--- config.mk ---
export PLATFORM = sky130hd
export DESIGN_NAME = bitserial_alu_ctrl_flat
export DESIGN_NICKNAME = d
export VERILOG_FILES = /design/src/rtl/bitserial_alu_ctrl_if.sv /design/src/rtl/bitserial_alu_ctrl.sv /design/src/flat_wrapper.sv
export SDC_FILE = /design/constraint.sdc
export NUM_CORES = 1
export LEC_CHECK = 0
export ABC_AREA = 1
export BUFFER_PORTS_ARGS = -buffer_cell sky130_fd_sc_hd__buf_2
export CORE_MARGIN = 2
export CORE_UTILIZATION = 39
export CTS_CLUSTER_SIZE = 8
export DETAILED_ROUTE_END_ITERATION = 7
export SLEW_MARGIN = 20
export SYNTH_ARGS = -nofsm -noshare
export SYNTH_HDL_FRONTEND = slang
export SYNTH_SLANG_ARGS = --single-unit
--- constraint.sdc ---
create_clock -name clk -period 2.1 [get_ports clk]
set_input_delay 0.525 -clock clk [delete_from_list [all_inputs] [get_ports clk]]
set_output_delay 0.525 -clock clk [all_outputs]
set_load 0.005 [all_outputs]
--- src/rtl/bitserial_alu_ctrl_if.sv ---
// Host and ALU-slice signal bundle for bitserial_alu_ctrl.
// The abort input exists only when BSALU_ABORT_EN is defined.
interface bitserial_alu_ctrl_if #(
  parameter int WIDTH = 8
);
  logic             start;
  logic [2:0]       op_sel;
  logic [WIDTH-1:0] a_in;
  logic [WIDTH-1:0] b_in;
`ifdef BSALU_ABORT_EN
  logic             abort;
`endif
  logic             alu_a;
  logic             alu_b;
  logic             alu_ainvert;
  logic             alu_binvert;
  logic             alu_carryin;
  logic [1:0]       alu_op;
  logic             alu_result;
  logic             alu_cout;
  logic             busy;
  logic             done;
  logic [WIDTH-1:0] result;
  logic             cout;
  logic             zero;
  logic             overflow;
  logic             err;

  // master: host plus the 1-bit slice; slave: the sequencer
  modport master (
`ifdef BSALU_ABORT_EN
    output abort,
`endif
    output start, op_sel, a_in, b_in, alu_result, alu_cout,
    input  alu_a, alu_b, alu_ainvert, alu_binvert, alu_carryin, alu_op,
    input  busy, done, result, cout, zero, overflow, err
  );

  modport slave (
`ifdef BSALU_ABORT_EN
    input  abort,
`endif
    input  start, op_sel, a_in, b_in, alu_result, alu_cout,
    output alu_a, alu_b, alu_ainvert, alu_binvert, alu_carryin, alu_op,
    output busy, done, result, cout, zero, overflow, err
  );
endinterface

--- src/rtl/bitserial_alu_ctrl.sv ---
// Bit-serial ALU sequencer: feeds an external 1-bit ALU slice LSB first and assembles the result.
// Optional abort input enabled by defining BSALU_ABORT_EN.
module bitserial_alu_ctrl #(
  parameter int WIDTH = 8
) (
  input logic                 clk,
  input logic                 rst_n,
  bitserial_alu_ctrl_if.slave bus
);
  localparam int CW = (WIDTH > 1) ? $clog2(WIDTH) : 1;
  localparam logic [CW-1:0] LAST = CW'(WIDTH - 1);

  // state | meaning
  // IDLE  | waiting for start, slice outputs held at 0
  // RUN   | one operand bit per cycle through the slice
  // DONE  | result complete, done pulses on exit
  typedef enum logic [1:0] {IDLE, RUN, DONE} state_t;

  state_t           state_q;
  logic [CW-1:0]    cnt_q;
  logic [WIDTH-1:0] a_q, b_q, result_q;
  logic [3:0]       ctrl_q;
  logic             arith_q, carry_q;
  logic             busy_q, done_q, cout_q, zero_q, ovf_q, err_q;

  logic [3:0] ctrl_d;
  logic       legal_d, sub_d, arith_d, zero_d, abort_w;

  // ctrl = {ainvert, binvert, alu_op[1:0]}
  always_comb begin
    ctrl_d  = 4'b0000;
    legal_d = 1'b1;
    case (bus.op_sel)
      3'b000:  ctrl_d = 4'b0000;
      3'b001:  ctrl_d = 4'b0001;
      3'b010:  ctrl_d = 4'b0010;
      3'b011:  ctrl_d = 4'b0110;
      3'b100:  ctrl_d = 4'b1100;
      3'b101:  ctrl_d = 4'b1101;
      default: legal_d = 1'b0;
    endcase
  end

  assign sub_d   = (bus.op_sel == 3'b011);
  assign arith_d = (bus.op_sel == 3'b010) || sub_d;
  assign zero_d  = ~err_q & (result_q == '0);

`ifdef BSALU_ABORT_EN
  assign abort_w = bus.abort;
`else
  assign abort_w = 1'b0;
`endif

  always_ff @(posedge clk or negedge rst_n) begin
    if (!rst_n) begin
      state_q  <= IDLE;
      cnt_q    <= '0;
      a_q      <= '0;
      b_q      <= '0;
      result_q <= '0;
      ctrl_q   <= '0;
      arith_q  <= 1'b0;
      carry_q  <= 1'b0;
      busy_q   <= 1'b0;
      done_q   <= 1'b0;
      cout_q   <= 1'b0;
      zero_q   <= 1'b0;
      ovf_q    <= 1'b0;
      err_q    <= 1'b0;
    end else begin
      done_q <= 1'b0;
      case (state_q)
        IDLE: begin
          if (bus.start) begin
            a_q      <= bus.a_in;
            b_q      <= bus.b_in;
            cnt_q    <= '0;
            result_q <= '0;
            cout_q   <= 1'b0;
            zero_q   <= 1'b0;
            ovf_q    <= 1'b0;
            ctrl_q   <= ctrl_d;
            arith_q  <= arith_d;
            carry_q  <= sub_d;
            if (legal_d) begin
              state_q <= RUN;
              busy_q  <= 1'b1;
              err_q   <= 1'b0;
            end else begin
              state_q <= DONE;
              err_q   <= 1'b1;
            end
          end
        end
        RUN: begin
          if (abort_w) begin
            state_q  <= IDLE;
            busy_q   <= 1'b0;
            cnt_q    <= '0;
            carry_q  <= 1'b0;
            result_q <= '0;
            cout_q   <= 1'b0;
            zero_q   <= 1'b0;
            ovf_q    <= 1'b0;
          end else begin
            result_q[cnt_q] <= bus.alu_result;
            carry_q         <= bus.alu_cout;
            cnt_q           <= cnt_q + CW'(1);
            if (cnt_q == LAST) begin
              state_q <= DONE;
              busy_q  <= 1'b0;
              cnt_q   <= '0;
              // carry_q still holds the carry into the MSB here
              cout_q  <= arith_q & bus.alu_cout;
              ovf_q   <= arith_q & (carry_q ^ bus.alu_cout);
            end
          end
        end
        DONE: begin
          done_q  <= 1'b1;
          zero_q  <= zero_d;
          state_q <= IDLE;
        end
        default: state_q <= IDLE;
      endcase
    end
  end

  assign bus.alu_a       = busy_q & a_q[cnt_q];
  assign bus.alu_b       = busy_q & b_q[cnt_q];
  assign bus.alu_ainvert = busy_q & ctrl_q[3];
  assign bus.alu_binvert = busy_q & ctrl_q[2];
  assign bus.alu_op      = busy_q ? ctrl_q[1:0] : 2'b00;
  assign bus.alu_carryin = busy_q & carry_q;
  assign bus.busy        = busy_q;
  assign bus.done        = done_q;
  assign bus.result      = result_q;
  assign bus.cout        = cout_q;
  assign bus.zero        = zero_q;
  assign bus.overflow    = ovf_q;
  assign bus.err         = err_q;
endmodule

--- src/flat_wrapper.sv ---
// flat-port wrapper written by rule: the top's interface ports become plain ports
module bitserial_alu_ctrl_flat 
#(
  parameter int WIDTH = 8
)
  (clk, rst_n, bus_start, bus_op_sel, bus_a_in, bus_b_in, bus_alu_result, bus_alu_cout, bus_alu_a, bus_alu_b, bus_alu_ainvert, bus_alu_binvert, bus_alu_carryin, bus_alu_op, bus_busy, bus_done, bus_result, bus_cout, bus_zero, bus_overflow, bus_err);
  bitserial_alu_ctrl_if #(.WIDTH(WIDTH)) bus_i ();
  input logic clk;
  input logic rst_n;
  input wire logic [$bits(bus_i.start)-1:0] bus_start;
  input wire logic [$bits(bus_i.op_sel)-1:0] bus_op_sel;
  input wire logic [$bits(bus_i.a_in)-1:0] bus_a_in;
  input wire logic [$bits(bus_i.b_in)-1:0] bus_b_in;
  input wire logic [$bits(bus_i.alu_result)-1:0] bus_alu_result;
  input wire logic [$bits(bus_i.alu_cout)-1:0] bus_alu_cout;
  output wire logic [$bits(bus_i.alu_a)-1:0] bus_alu_a;
  output wire logic [$bits(bus_i.alu_b)-1:0] bus_alu_b;
  output wire logic [$bits(bus_i.alu_ainvert)-1:0] bus_alu_ainvert;
  output wire logic [$bits(bus_i.alu_binvert)-1:0] bus_alu_binvert;
  output wire logic [$bits(bus_i.alu_carryin)-1:0] bus_alu_carryin;
  output wire logic [$bits(bus_i.alu_op)-1:0] bus_alu_op;
  output wire logic [$bits(bus_i.busy)-1:0] bus_busy;
  output wire logic [$bits(bus_i.done)-1:0] bus_done;
  output wire logic [$bits(bus_i.result)-1:0] bus_result;
  output wire logic [$bits(bus_i.cout)-1:0] bus_cout;
  output wire logic [$bits(bus_i.zero)-1:0] bus_zero;
  output wire logic [$bits(bus_i.overflow)-1:0] bus_overflow;
  output wire logic [$bits(bus_i.err)-1:0] bus_err;
  assign bus_i.start = bus_start;
  assign bus_i.op_sel = bus_op_sel;
  assign bus_i.a_in = bus_a_in;
  assign bus_i.b_in = bus_b_in;
  assign bus_i.alu_result = bus_alu_result;
  assign bus_i.alu_cout = bus_alu_cout;
  assign bus_alu_a = bus_i.alu_a;
  assign bus_alu_b = bus_i.alu_b;
  assign bus_alu_ainvert = bus_i.alu_ainvert;
  assign bus_alu_binvert = bus_i.alu_binvert;
  assign bus_alu_carryin = bus_i.alu_carryin;
  assign bus_alu_op = bus_i.alu_op;
  assign bus_busy = bus_i.busy;
  assign bus_done = bus_i.done;
  assign bus_result = bus_i.result;
  assign bus_cout = bus_i.cout;
  assign bus_zero = bus_i.zero;
  assign bus_overflow = bus_i.overflow;
  assign bus_err = bus_i.err;
  bitserial_alu_ctrl #(.WIDTH(WIDTH)) u_core (.clk(clk), .rst_n(rst_n), .bus(bus_i));
endmodule
==> results of run 1 <==
-- layer usage --
metal / vias to the layer above / part of all wire
li1: 907 / -
met3: 9 / 0.055
met1: 765 / 0.49
met2: 57 / 0.44
met5: - / 0
met4: 0 / 0.018
-- path summary, 6_finish.rpt --
| path | depth (start not counted) | from | end | slack, ns |
|---|---|---|---|---|
| max | 6 | u_core.cnt_q[1]$_DFFE_PN0P_ | bus_alu_a | 0.12 |
| min | 1 | rst_n | u_core.a_q[4]$_DFFE_PN0P_ | 0.18 |
| max reg2reg | 8 | u_core.cnt_q[0]$_DFFE_PN0P_ | u_core.bus.overflow$_DFFE_PN0P_ | 0.63 |
| min reg2reg | 2 | u_core.bus.cout$_DFFE_PN0P_ | u_core.bus.cout$_DFFE_PN0P_ | 0.48 |
| max in group asynchronous | 2 | rst_n | u_core.cnt_q[1]$_DFFE_PN0P_ | 1.38 |
| min in group clk | 3 | bus_b_in[1] | u_core.b_q[1]$_DFFE_PN0P_ | 0.42 |
-- power breakdown --
group	internal, mW	leakage (nW)	switching, mW
Clock	0.262	0.0510	0.276
Sequential	1.12	0.506	0.286
Combinational	0.549	0.846	0.839
-- area by class of cell --
class,count,area [µm²],area share
inverters,30,118,0.0488
well taps,70,87.6,0.0363
clock inverters,2,10.0,0.00415
multi-input cells,179,828,0.344
repair buffers,52,280,0.116
clock buffers,6,82.6,0.0343
flip-flops and latches,40,1000,0.416
-- layout by cell type (no fill, tap or decap) --
| cell type | netlist | routed |
|---|---|---|
| xor2_1 | 1 | 1 |
| clkbuf_8 | 0 | 6 |
| inv_1 | 27 | 27 |
| nor2_1 | 9 | 8 |
| nand2_2 | 2 | 2 |
| nand2_1 | 108 | 108 |
| o21ai_2 | 1 | 1 |
| a31oi_1 | 1 | 1 |
| buf_4 | 2 | 8 |
| o21ai_1 | 3 | 3 |
| o21ai_0 | 15 | 15 |
| nand4_1 | 4 | 4 |
| o31ai_1 | 3 | 3 |
| nand3_2 | 1 | 1 |
| nand3_1 | 12 | 12 |
| dfrtp_1 | 40 | 38 |
| a21oi_1 | 8 | 8 |
| buf_2 | 4 | 44 |
| clkinv_2 | 0 | 2 |
| nor4_1 | 1 | 1 |
| nor2_2 | 2 | 3 |
| dfrtp_2 | 0 | 2 |
| inv_4 | 0 | 2 |
| nor2_4 | 1 | 1 |
| ha_1 | 5 | 5 |
| nor3_1 | 2 | 2 |
| inv_2 | 3 | 1 |
-- sequential cells by signal, indices dropped and copies added (netlist names), 2 cells and up --
signal	count
u_core.state_q	2
u_core.ctrl_q	3
u_core.bus.result	8
u_core.cnt_q	3
u_core.b_q	8
u_core.a_q	8
-- stage by stage --
| stage | setup WS (ns) | instance area, µm² | util | hold WS [ns] | instances |
|---|---|---|---|---|---|
| floorplan | 0.572 | 2010 | - | 0.229 | 258 |
| global placement | 0.333 | 2280 | 0.453 | 0.467 | 368 |
| detailed placement | 0.289 | 2280 | 0.453 | 0.466 | 368 |
| CTS | 0.0401 | 2380 | 0.472 | 0.201 | 376 |
| global route | 0.000450 | 2410 | 0.478 | 0.207 | 379 |
| finish | 0.116 | 2410 | 0.478 | 0.183 | 379 |
-- critical path, cell delays in order, from the launching register on --
cell     delay (ns)
dfrtp_2        0.51
nor2_2         0.20
nand3_1        0.08
nand2_1        0.08
nor2_1         0.04
a21oi_1        0.12
buf_2          0.13
-- logic make-up (layout without fill, tap and decap cells) --
| kind of cell | count (synthesis) | after routing |
|---|---|---|
| xor+xnor | 1 | 1 |
| flops | 40 | 40 |
| compound gates | 31 | 31 |
| simple gates | 142 | 142 |
| buf+inv | 39 | 90 |
| fa+ha+maj | 5 | 5 |
-- repair_timing --
item | in CTS | in global routing
gates resized for setup | 1 | 4
buffers inserted | 0 | 3
endpoints found under the setup margin | 1 | 1
gates cloned | 0 | 0
==> metrics.md, run 1 <==
| Metric | Value |
|---|---|
| Mapped Nets | 287 |
| WL final | 4410 µm |
| Clk_lat worst skew | 0.30 ns |
| Top_reg_cell synth | dfrtp_1 |
| Post-Syn Area | 2010 µm² |
| Crit end category | output pin |
| CTS sink cnt | 40 |
| Antenna cell count | 0 |
| GRT met3 Usage | 0.0450 |
| Fillers | 516 |
| Simple-gate share of the synthesized area | 0.292 |
| Die area | 5740 µm² |
| First-pass GRT wire length | 7670 µm |
| Via count | 1,738 |
| Maximum VDD drop | 0.514 mV |
| Met2 GRT Util | 0.284 |
| CP Class | register to output pin |
| Max Cap Viol | 0 |
| Max Root-Sink Buffers | 2 |
| Initial antenna violation count | 0 |
| GRT met1 Usage | 0.234 |
| Row Count | 26 |
| Status | finished clean |
| Iteration-0 DRC Markers | 78 |
| Synth area leader | dfrtp_1 |
| Worst clock skew | 0.0102 ns |
| Final Hold Violating Endpoints | 0 |
| RSZ-0062 raised after global routing | false |
| GRT busiest layer | met2 |
| Area growth syn-to-layout | 20.0% |
| Most frequent cell after synthesis | nand2_1 |
| PortBufs | 44 |
| Drt via density | 4.59 |
| Die width | 75.8 µm |
| Top post-synthesis cells by area | dfrtp_1 50%, nand2_1 20%, inv_1 5.0% |
| Hpwl dp | 3100 µm |
| Synth warn | 0 |
| Placer Congestion | 0.804 |
| DRC | 0 |
| PwrDens | 1380 nW/µm² |
| Largest net degree at the start of global routing | 25 |
| Reg clk slew, reported paths | 0.08 ns |
| # setup viols final | 0 |
| Die boundary height | 75.8 µm |
| Worst-path maximum fanout | 11 |
| Final Critical Period | 1.98 ns |
| Mux contribution to synthesized area | 0 |
| Initial Utilization | 0.398 |
| Part of the Yosys area used for sequential elements | 0.498 |
| Xor/xnor share of the synthesized area | 0.00436 |
| FF+latch count, synth | 40 |
| Worst slew pin tran | 0.496 ns |
| Tcrit/Tclk final | 0.945 |
| Root Buffer | clkbuf_8 |
| Max Freq | 0.504 GHz |
| Hold_buf cts | 0 |
| Worst setup SP type | register |
| Grt ovf | 0 |
| Synth unique cells | 24 |
| Htree depth | 2 |
| Post-synth EDFFs | 0 |
| Worst EP arrival | 1.46 ns |
| Slew Viols, Final | 0 |
| Fin nets | 337 |
| Mapped Cells | 258 |
| Post-synthesis compound-gate area fraction | 0.0835 |
| Fin Setup TNS | 0 ns |
| Routed Antenna Nets | 0 |
| Synth Area in Adders | 0.0312 |
| CTS tree | done |
| Core ar. | 5040 µm² |
| Post-synth ARST share | 1.00 |
| Layout cells sized above 1 | 0.236 |
| Global Route Usage Sum | 0.177 |
| Router iterations before antenna repair | 5 |
| Leakage power | 1.40 nW |
| Inserted Clock Buffers | 5 |
| Worst rel slew slack | 0.669 |
| Largest family of logic cells by synthesized area | simple AND/OR/NAND/NOR gates |
| Total Power | 3.33 mW |
| Top cell type's share of synthesized area | 0.498 |
| Vias in the first global route | 1,675 |
| DR WL/cell | 11.6 µm |
| Mapped Avg Cell Area | 7.78 µm² |
| CP Data Required Time | 1.57 ns |
| I/O pins | 45 |
| Min-Delay Path Class | input pin to asynchronous set/reset pin |
| Top cells by count, synth | 108 x nand2_1, 40 x dfrtp_1, 27 x inv_1 |
(Power assumes the default switching activity.)
==> run 2: changes to the inputs <==
--- a/config.mk
+++ b/config.mk
@@ -5,7 +5,6 @@
 export SDC_FILE = /design/constraint.sdc
 export NUM_CORES = 1
 export LEC_CHECK = 0
-export ABC_AREA = 1
 export BUFFER_PORTS_ARGS = -buffer_cell sky130_fd_sc_hd__buf_2
 export CORE_MARGIN = 2
 export CORE_UTILIZATION = 39
==> metrics.md, run 2 <==
| Metric | Value |
|---|---|
| Status | finished with violations |
| Failing checks | setup timing |
| Final Hold Violating Endpoints | 0 (unchanged) |
| DR WL/cell | 14.0 µm (+20%) |
| FF+latch count, synth | 40 (unchanged) |
| Antenna cell count | 0 (unchanged) |
| CTS sink cnt | 40 (unchanged) |
| Largest net degree at the start of global routing | 41 (+64%) |
| Critical path buffers and inverters | 1 (unchanged) |
| Via count | 1,405 (-19%) |
| Hpwl dp | 2860 µm (-7.9%) |
| Top post-synthesis cells by area | dfrtp_1 51%, mux2_1 11%, mux2_2 4.0% |
| Crit end category | output pin |
| Initial Utilization | 0.411 (+0.0127) |
| Slowest stage delay, CP | 0.52 ns (about the same) |
| Worst clock skew | 0.00758 ns (-0.00257 ns) |
| Tcrit/Tclk final | 1.01 (+0.0655) |
| CP max-delay cell | mux4_2 |
| Clk_lat worst skew | 0.29 ns (about the same) |
| Max Cap Viol | 0 (unchanged) |
| Fin nets | 242 (-28%) |
| PortBufs | 44 (unchanged) |
| Cell area after placement | 2290 µm² (+0.27%) |
| Fin util | 0.499 (+0.0214) |
| CTS tree | done |
| Synth unique cells | 41 (+71%) |
| Row Count | 25 (-3.8%) |
| Core ar. | 4790 µm² (-5.1%) |
| Mapped Nets | 193 (-33%) |
| Inserted Clock Buffers | 5 (unchanged) |
| Die width | 75.0 µm (-0.98%) |
| Most frequent cell after synthesis | dfrtp_1 |
| Global Route Usage Sum | 0.152 (-0.0248) |
| Area growth syn-to-layout | 21.5% |
| DRC | 0 (unchanged) |
| Max Freq | 0.471 GHz (-6.5%) |
| Most common cell after layout, fill and taps aside | buf_2 |
| PwrDens | 1350 nW/µm² (-2.2%) |
| Maximum VDD drop | 0.671 mV (+31%) |
| Synth warn | 0 (unchanged) |
| RSZ-0062 raised after global routing | true |
| Top cell type's share of synthesized area | 0.509 (+0.0105) |
| Drt via density | 5.00 (+9.0%) |
| Final worst setup slack | -0.0215 ns (-0.138 ns) |
| CP Class | register to output pin |
| Top cells by count, synth | 40 x dfrtp_1, 20 x mux2_1, 11 x nor2_1 |
| I/O pins | 45 (unchanged) |
| CP top delay family | multiplexers |
| Mapped Cells | 164 (-36%) |
| Synth area leader | dfrtp_1 |
| Post-synth EDFFs | 0 (unchanged) |
| Min-Delay Path Class | input pin to asynchronous set/reset pin |
| Routed Antenna Nets | 0 (unchanged) |
| Most frequent cells in the layout | 44 x buf_2, 39 x dfrtp_1, 20 x mux2_1 |
| Part of the Yosys area used for sequential elements | 0.509 (+0.0105) |
| Worst rel slew slack | 0.669 (-0.000799) |
| Worst-path maximum fanout | 6 (-5) |
| Worst EP arrival | 1.60 ns (+0.14 ns) |
| First-pass GRT wire length | 6400 µm (-17%) |
| Mapped Avg Cell Area | 12.0 µm² (+54%) |
| Fillers | 433 (-16%) |
| CP Data Required Time | 1.57 ns (about the same) |
| # setup viols final | 2 (+2) |
| Grt ovf | 0 (unchanged) |
| Router iterations before antenna repair | 4 (-1) |
| Reg clk slew, reported paths | 0.08 ns (about the same) |
| Worst setup SP type | register |
| Leakage power | 1.14 nW (-19%) |
| Placer Congestion | 0.744 (-7.6%) |
| Slew Viols, Final | 0 (unchanged) |
| Post-synth ARST share | 1.00 (unchanged) |
| Iteration-0 DRC Markers | 94 (+21%) |
| Post-route cell area | 2390 µm² (-0.83%) |
| Max Root-Sink Buffers | 2 (unchanged) |
| WL final | 3930 µm (-11%) |
| Cells along the critical path | mux4_2 > mux2i_1 > nor2b_1 > buf_2 |
| Post-Syn Area | 1970 µm² (-2.1%) |
| Initial antenna violation count | 0 (unchanged) |
| Die boundary height | 75.0 µm (-0.98%) |
| Htree depth | 2 (unchanged) |
| Final Critical Period | 2.12 ns (+0.138 ns) |
| Layout cells sized above 1 | 0.318 (+0.0815) |
| Top_reg_cell synth | dfrtp_1 |
| Worst slew pin tran | 0.497 ns (+0.00120 ns) |
| Die area | 5630 µm² (-1.9%) |
| Vias in the first global route | 1,379 (-18%) |
| Root Buffer | clkbuf_8 |
[run 2: changes by cell type in the layout (fill, tap and decap cells not counted), moves of 4 or more]
cell | before | now
nand2_1 | 108 | 2
inv_1 | 27 | 7
mux2_1 | 0 | 20
o21ai_0 | 15 | 1
nor2b_1 | 0 | 10
nand3_1 | 12 | 3
a21oi_1 | 8 | 1
mux2_2 | 0 | 7
and2_1 | 0 | 6
mux2i_1 | 0 | 4
[run 2: cell families (layout without fill, tap and decap cells)]
kind of cell | Yosys count | in the layout | share of synthesized area
and+or+nand+nor | 47 | 47 | 0.138
DFF | 40 | 40 | 0.509
muxes | 34 | 34 | 0.205
AOI/OAI and AO/OA | 22 | 22 | 0.0795
buffers and inverters | 15 | 65 | 0.0318
adders and majority gates | 5 | 5 | 0.0318
xor gates and xnor gates | 1 | 1 | 0.00445
[run 2: repair_timing]
action / CTS / global route
hold buffers: 0 / 0
setup endpoints to repair: 2 / 2
resized for setup: 1 / 0
buffers inserted: 1 / 0
[run 2: layer usage]
metal,part of all wire,vias to the layer above,track usage
met5,0,-,0
met4,0.016,0,0.0714
met3,0.048,6,0.0375
met2,0.48,32,0.250
met1,0.46,685,0.189
li1,-,682,-
[run 2: cell type report]
cell class,instances,area [µm²],area share
well taps,67,83.8,0.0351
repair buffers,50,278,0.116
multi-input cells,109,910,0.381
inverters,7,26.3,0.0110
clock buffers,8,90.1,0.0377
flip-flops and latches,40,1000,0.419
[run 2: power by group]
group          switching, mW  internal [mW]  leakage (nW)  total, mW
logic                  0.603          0.746         0.599       1.35
registers              0.250           1.11         0.498       1.36
clock network          0.255          0.268        0.0455      0.523
total                   1.11           2.12          1.14       3.23
[run 2: final timing paths]
check	start	endpoint	slack (ns)	cells past startpoint
max	u_core.cnt_q[0]$_DFFE_PN0P_	bus_alu_a	-0.02	4
min	rst_n	u_core.cnt_q[0]$_DFFE_PN0P_	0.28	2
max reg2reg	u_core.cnt_q[0]$_DFFE_PN0P_	u_core.bus.result[2]$_DFFE_PN0P_	0.29	4
min reg2reg	u_core.b_q[0]$_DFFE_PN0P_	u_core.b_q[0]$_DFFE_PN0P_	0.48	1
max in group asynchronous	rst_n	u_core.cnt_q[0]$_DFFE_PN0P_	1.46	2
min in group clk	bus_a_in[0]	u_core.a_q[0]$_DFFE_PN0P_	0.45	2
[run 2: per-stage QoR]
| step | setup TNS [ns] | cells | hold WS (ns) | power [mW] | worst slack (ns) |
|---|---|---|---|---|---|
| final | -0.0301 | 281 | 0.281 | 3.23 | -0.0215 |
| after global routing | -0.137 | 281 | 0.340 | 3.47 | -0.0856 |
| after CTS | -0.0518 | 281 | 0.306 | 3.27 | -0.0340 |
| after detailed placement | 0 | 272 | 0.472 | 2.72 | 0.192 |
| after global placement | 0 | 272 | 0.461 | 2.66 | 0.242 |
| after floorplan | 0 | 164 | 0.229 | 2.23 | 0.319 |
==> run 3: changes to the inputs <==
--- a/config.mk
+++ b/config.mk
@@ -6,10 +6,14 @@
 export NUM_CORES = 1
 export LEC_CHECK = 0
 export BUFFER_PORTS_ARGS = -buffer_cell sky130_fd_sc_hd__buf_2
+export CAP_MARGIN = 20
+export CELL_PAD_IN_SITES_DETAIL_PLACEMENT = 0
+export CELL_PAD_IN_SITES_GLOBAL_PLACEMENT = 1
 export CORE_MARGIN = 2
 export CORE_UTILIZATION = 39
 export CTS_CLUSTER_SIZE = 8
 export DETAILED_ROUTE_END_ITERATION = 7
+export PLACE_DENSITY_LB_ADDON = 0.1
 export SLEW_MARGIN = 20
 export SYNTH_ARGS = -nofsm -noshare
 export SYNTH_HDL_FRONTEND = slang
==> metrics.md, run 3 (synthesized netlist as in run 2, its figures left out) <==
| Metric | Value |
|---|---|
| Status | finished with violations |
| Failing checks | setup timing |
| Placer Congestion | 0.775 (+4.3%) |
| Die width | 75.0 µm (unchanged) |
| Worst rel slew slack | 0.683 (+0.0146) |
| Antenna cell count | 0 (unchanged) |
| Pint | 2.21 mW (+4.4%) |
| RSZ-0062 raised after global routing | true |
| Hpwl dp | 3250 µm (+14%) |
| Post-CTS setup buffer count | 0 (-1) |
| Net Sw Frac | 0.344 (+0.000982) |
| Area growth syn-to-layout | 23.2% |
| Seq pwr share | 0.410 (-0.010) |
| Most common cell after layout, fill and taps aside | buf_2 |
| Final worst setup slack | -0.0141 ns (+0.00741 ns) |
| Total Power | 3.37 mW (+4.5%) |
| WL final | 4310 µm (+9.9%) |
| Max Freq | 0.473 GHz (+0.35%) |
| DR WL/cell | 15.3 µm (+9.9%) |
| CTS tree | done |
| Seq. cell area | 1000 µm² (unchanged) |
| Grt ovf | 0 (unchanged) |
| Iteration-0 DRC Markers | 40 (-57%) |
| CP Data Required Time | 1.57 ns (about the same) |
| Worst setup SP type | register |
| Inserted Clock Buffers | 5 (unchanged) |
| Row Count | 25 (unchanged) |
| Slowest stage delay, CP | 0.47 ns (-0.05 ns) |
| Leakage power | 1.16 nW (+1.2%) |
| Worst slew pin tran | 0.475 ns (-0.0219 ns) |
| Worst clock skew | 0.00508 ns (-0.00250 ns) |
| Flop2flop setup slack | 0.30 ns (about the same) |
| Slew Viols, Final | 0 (unchanged) |
| R2R Path Start | u_core.cnt_q[0]$_DFFE_PN0P_ |
| Global Route Usage Sum | 0.170 (+0.0180) |
| Final Critical Period | 2.11 ns (-0.00741 ns) |
| Max Root-Sink Buffers | 2 (unchanged) |
| Vias in the first global route | 1,420 (+3.0%) |
| Routed Antenna Nets | 0 (unchanged) |
| Drt via density | 5.05 (+1.0%) |
| FF-to-FF path depth | 4 (unchanged) |
| Layout cells sized above 1 | 0.336 (+0.0187) |
| Max Cap Viol | 0 (unchanged) |
| Root Buffer | clkbuf_8 |
| Die area | 5630 µm² (unchanged) |
| CTS sink cnt | 40 (unchanged) |
| # setup viols final | 2 (unchanged) |
| DRC | 0 (unchanged) |
| Psw | 1.16 mW (+4.8%) |
| Die boundary height | 75.0 µm (unchanged) |
| Maximum VDD drop | 0.621 mV (-7.5%) |
| Most frequent cells in the layout | 44 x buf_2, 39 x dfrtp_1, 19 x mux2_1 |
| Worst-path maximum fanout | 8 (+2) |
| CP Class | register to output pin |
| Core ar. | 4790 µm² (unchanged) |
| Initial antenna violation count | 0 (unchanged) |
| Multi-input gate area | 917 µm² (+0.83%) |
| Fillers | 463 (+6.9%) |
| Router iterations before antenna repair | 4 (unchanged) |
| Clk_lat worst skew | 0.29 ns (about the same) |
| Reg clk slew, reported paths | 0.08 ns (about the same) |
| Largest net degree at the start of global routing | 22 (-46%) |
| Final Hold Violating Endpoints | 0 (unchanged) |
| Clk pwr share | 0.188 (+0.026) |
| Min-Delay Path Class | input pin to asynchronous set/reset pin |
| I/O pins | 45 (unchanged) |
| CP max-delay cell | dfrtp_2 |
| Reg2reg end | u_core.bus.result[2]$_DFFE_PN0P_ |
| PortBufs | 44 (unchanged) |
| Tcrit/Tclk final | 1.01 (-0.00353) |
| Logic pwr share | 0.402 (-0.016) |
| Worst EP arrival | 1.59 ns (about the same) |
| Crit end category | output pin |
| Fin util | 0.506 (+0.00680) |
| Cells along the critical path | buf_6 > a21oi_1 > a211oi_1 > o31a_1 > buf_2 |
| Fin nets | 242 (unchanged) |
| PwrDens | 1390 nW/µm² (+3.1%) |
| Initial Utilization | 0.411 (unchanged) |
| Htree depth | 2 (unchanged) |
| First-pass GRT wire length | 7120 µm (+11%) |
| Via count | 1,419 (+1.0%) |
[run 3: per-stage QoR]
step	setup slack (ns)	hold slack (ns)	instances	cell area (µm²)	TNS (ns)
final	-0.0141	0.173	281	2420	-0.0182
after global routing	-0.0740	0.206	281	2420	-0.144
after CTS	-0.0260	0.186	281	2420	-0.0365
after detailed placement	0.250	0.468	273	2300	0
after global placement	0.288	0.465	273	2300	0
after floorplan	0.319	0.229	164	1970	0
[run 3: area by class of cell]
class	count	share of cell area
Sequential cell	40	0.414
Multi-Input combinational cell	109	0.379
Clock inverter	3	0.0176
Inverter	7	0.0108
Tap cell	67	0.0346
Clock buffer	5	0.0284
Timing Repair Buffer	50	0.116
[run 3: power by group through the flow]
stage	Combinational (mW)	Clock [mW]	Sequential, mW
6_report	1.36	0.634	1.38
5_1_grt	1.52	0.678	1.44
4_1_cts	1.37	0.648	1.39
3_5_place_dp	1.34	0	1.40
3_3_place_gp	1.29	0	1.37
2_1_floorplan	0.960	0	1.27
[run 3: worst max path at each step]
stage                           end  slack [ns]                   startpoint
after global placement    bus_alu_a        0.29  u_core.cnt_q[0]$_DFFE_PN0P_
after CTS                 bus_alu_a       -0.03  u_core.cnt_q[0]$_DFFE_PN0P_
after global routing      bus_alu_b       -0.07  u_core.cnt_q[0]$_DFFE_PN0P_
final                     bus_alu_b       -0.01  u_core.cnt_q[0]$_DFFE_PN0P_
after floorplan           bus_alu_a        0.32  u_core.cnt_q[0]$_DFFE_PN0P_
after detailed placement  bus_alu_b        0.25  u_core.cnt_q[0]$_DFFE_PN0P_
[run 3: layer usage]
metal  GRT usage  up-vias  part of all wire
li1            -      684                 -
met5           0        -                 0
met2       0.265       35              0.47
met4      0.0536        0             0.013
met3      0.0428        7             0.045
met1       0.235      693              0.48
[run 3: timing repair]
| action | 4_1_cts | 5_1_grt |
|---|---|---|
| hold endpoints to repair | 0 | 0 |
| resized for setup | 3 | 1 |
| hold buffers | 0 | 0 |
| pin swaps | 0 | 0 |
| setup endpoints to repair | 2 | 2 |
[run 3: critical path, delay by kind of cell (launching register included)]
kind,cells,cell delay [ns]
flip-flops,1,0.47
AO/OA/AOI/OAI,3,0.52
buffers and inverters,2,0.29
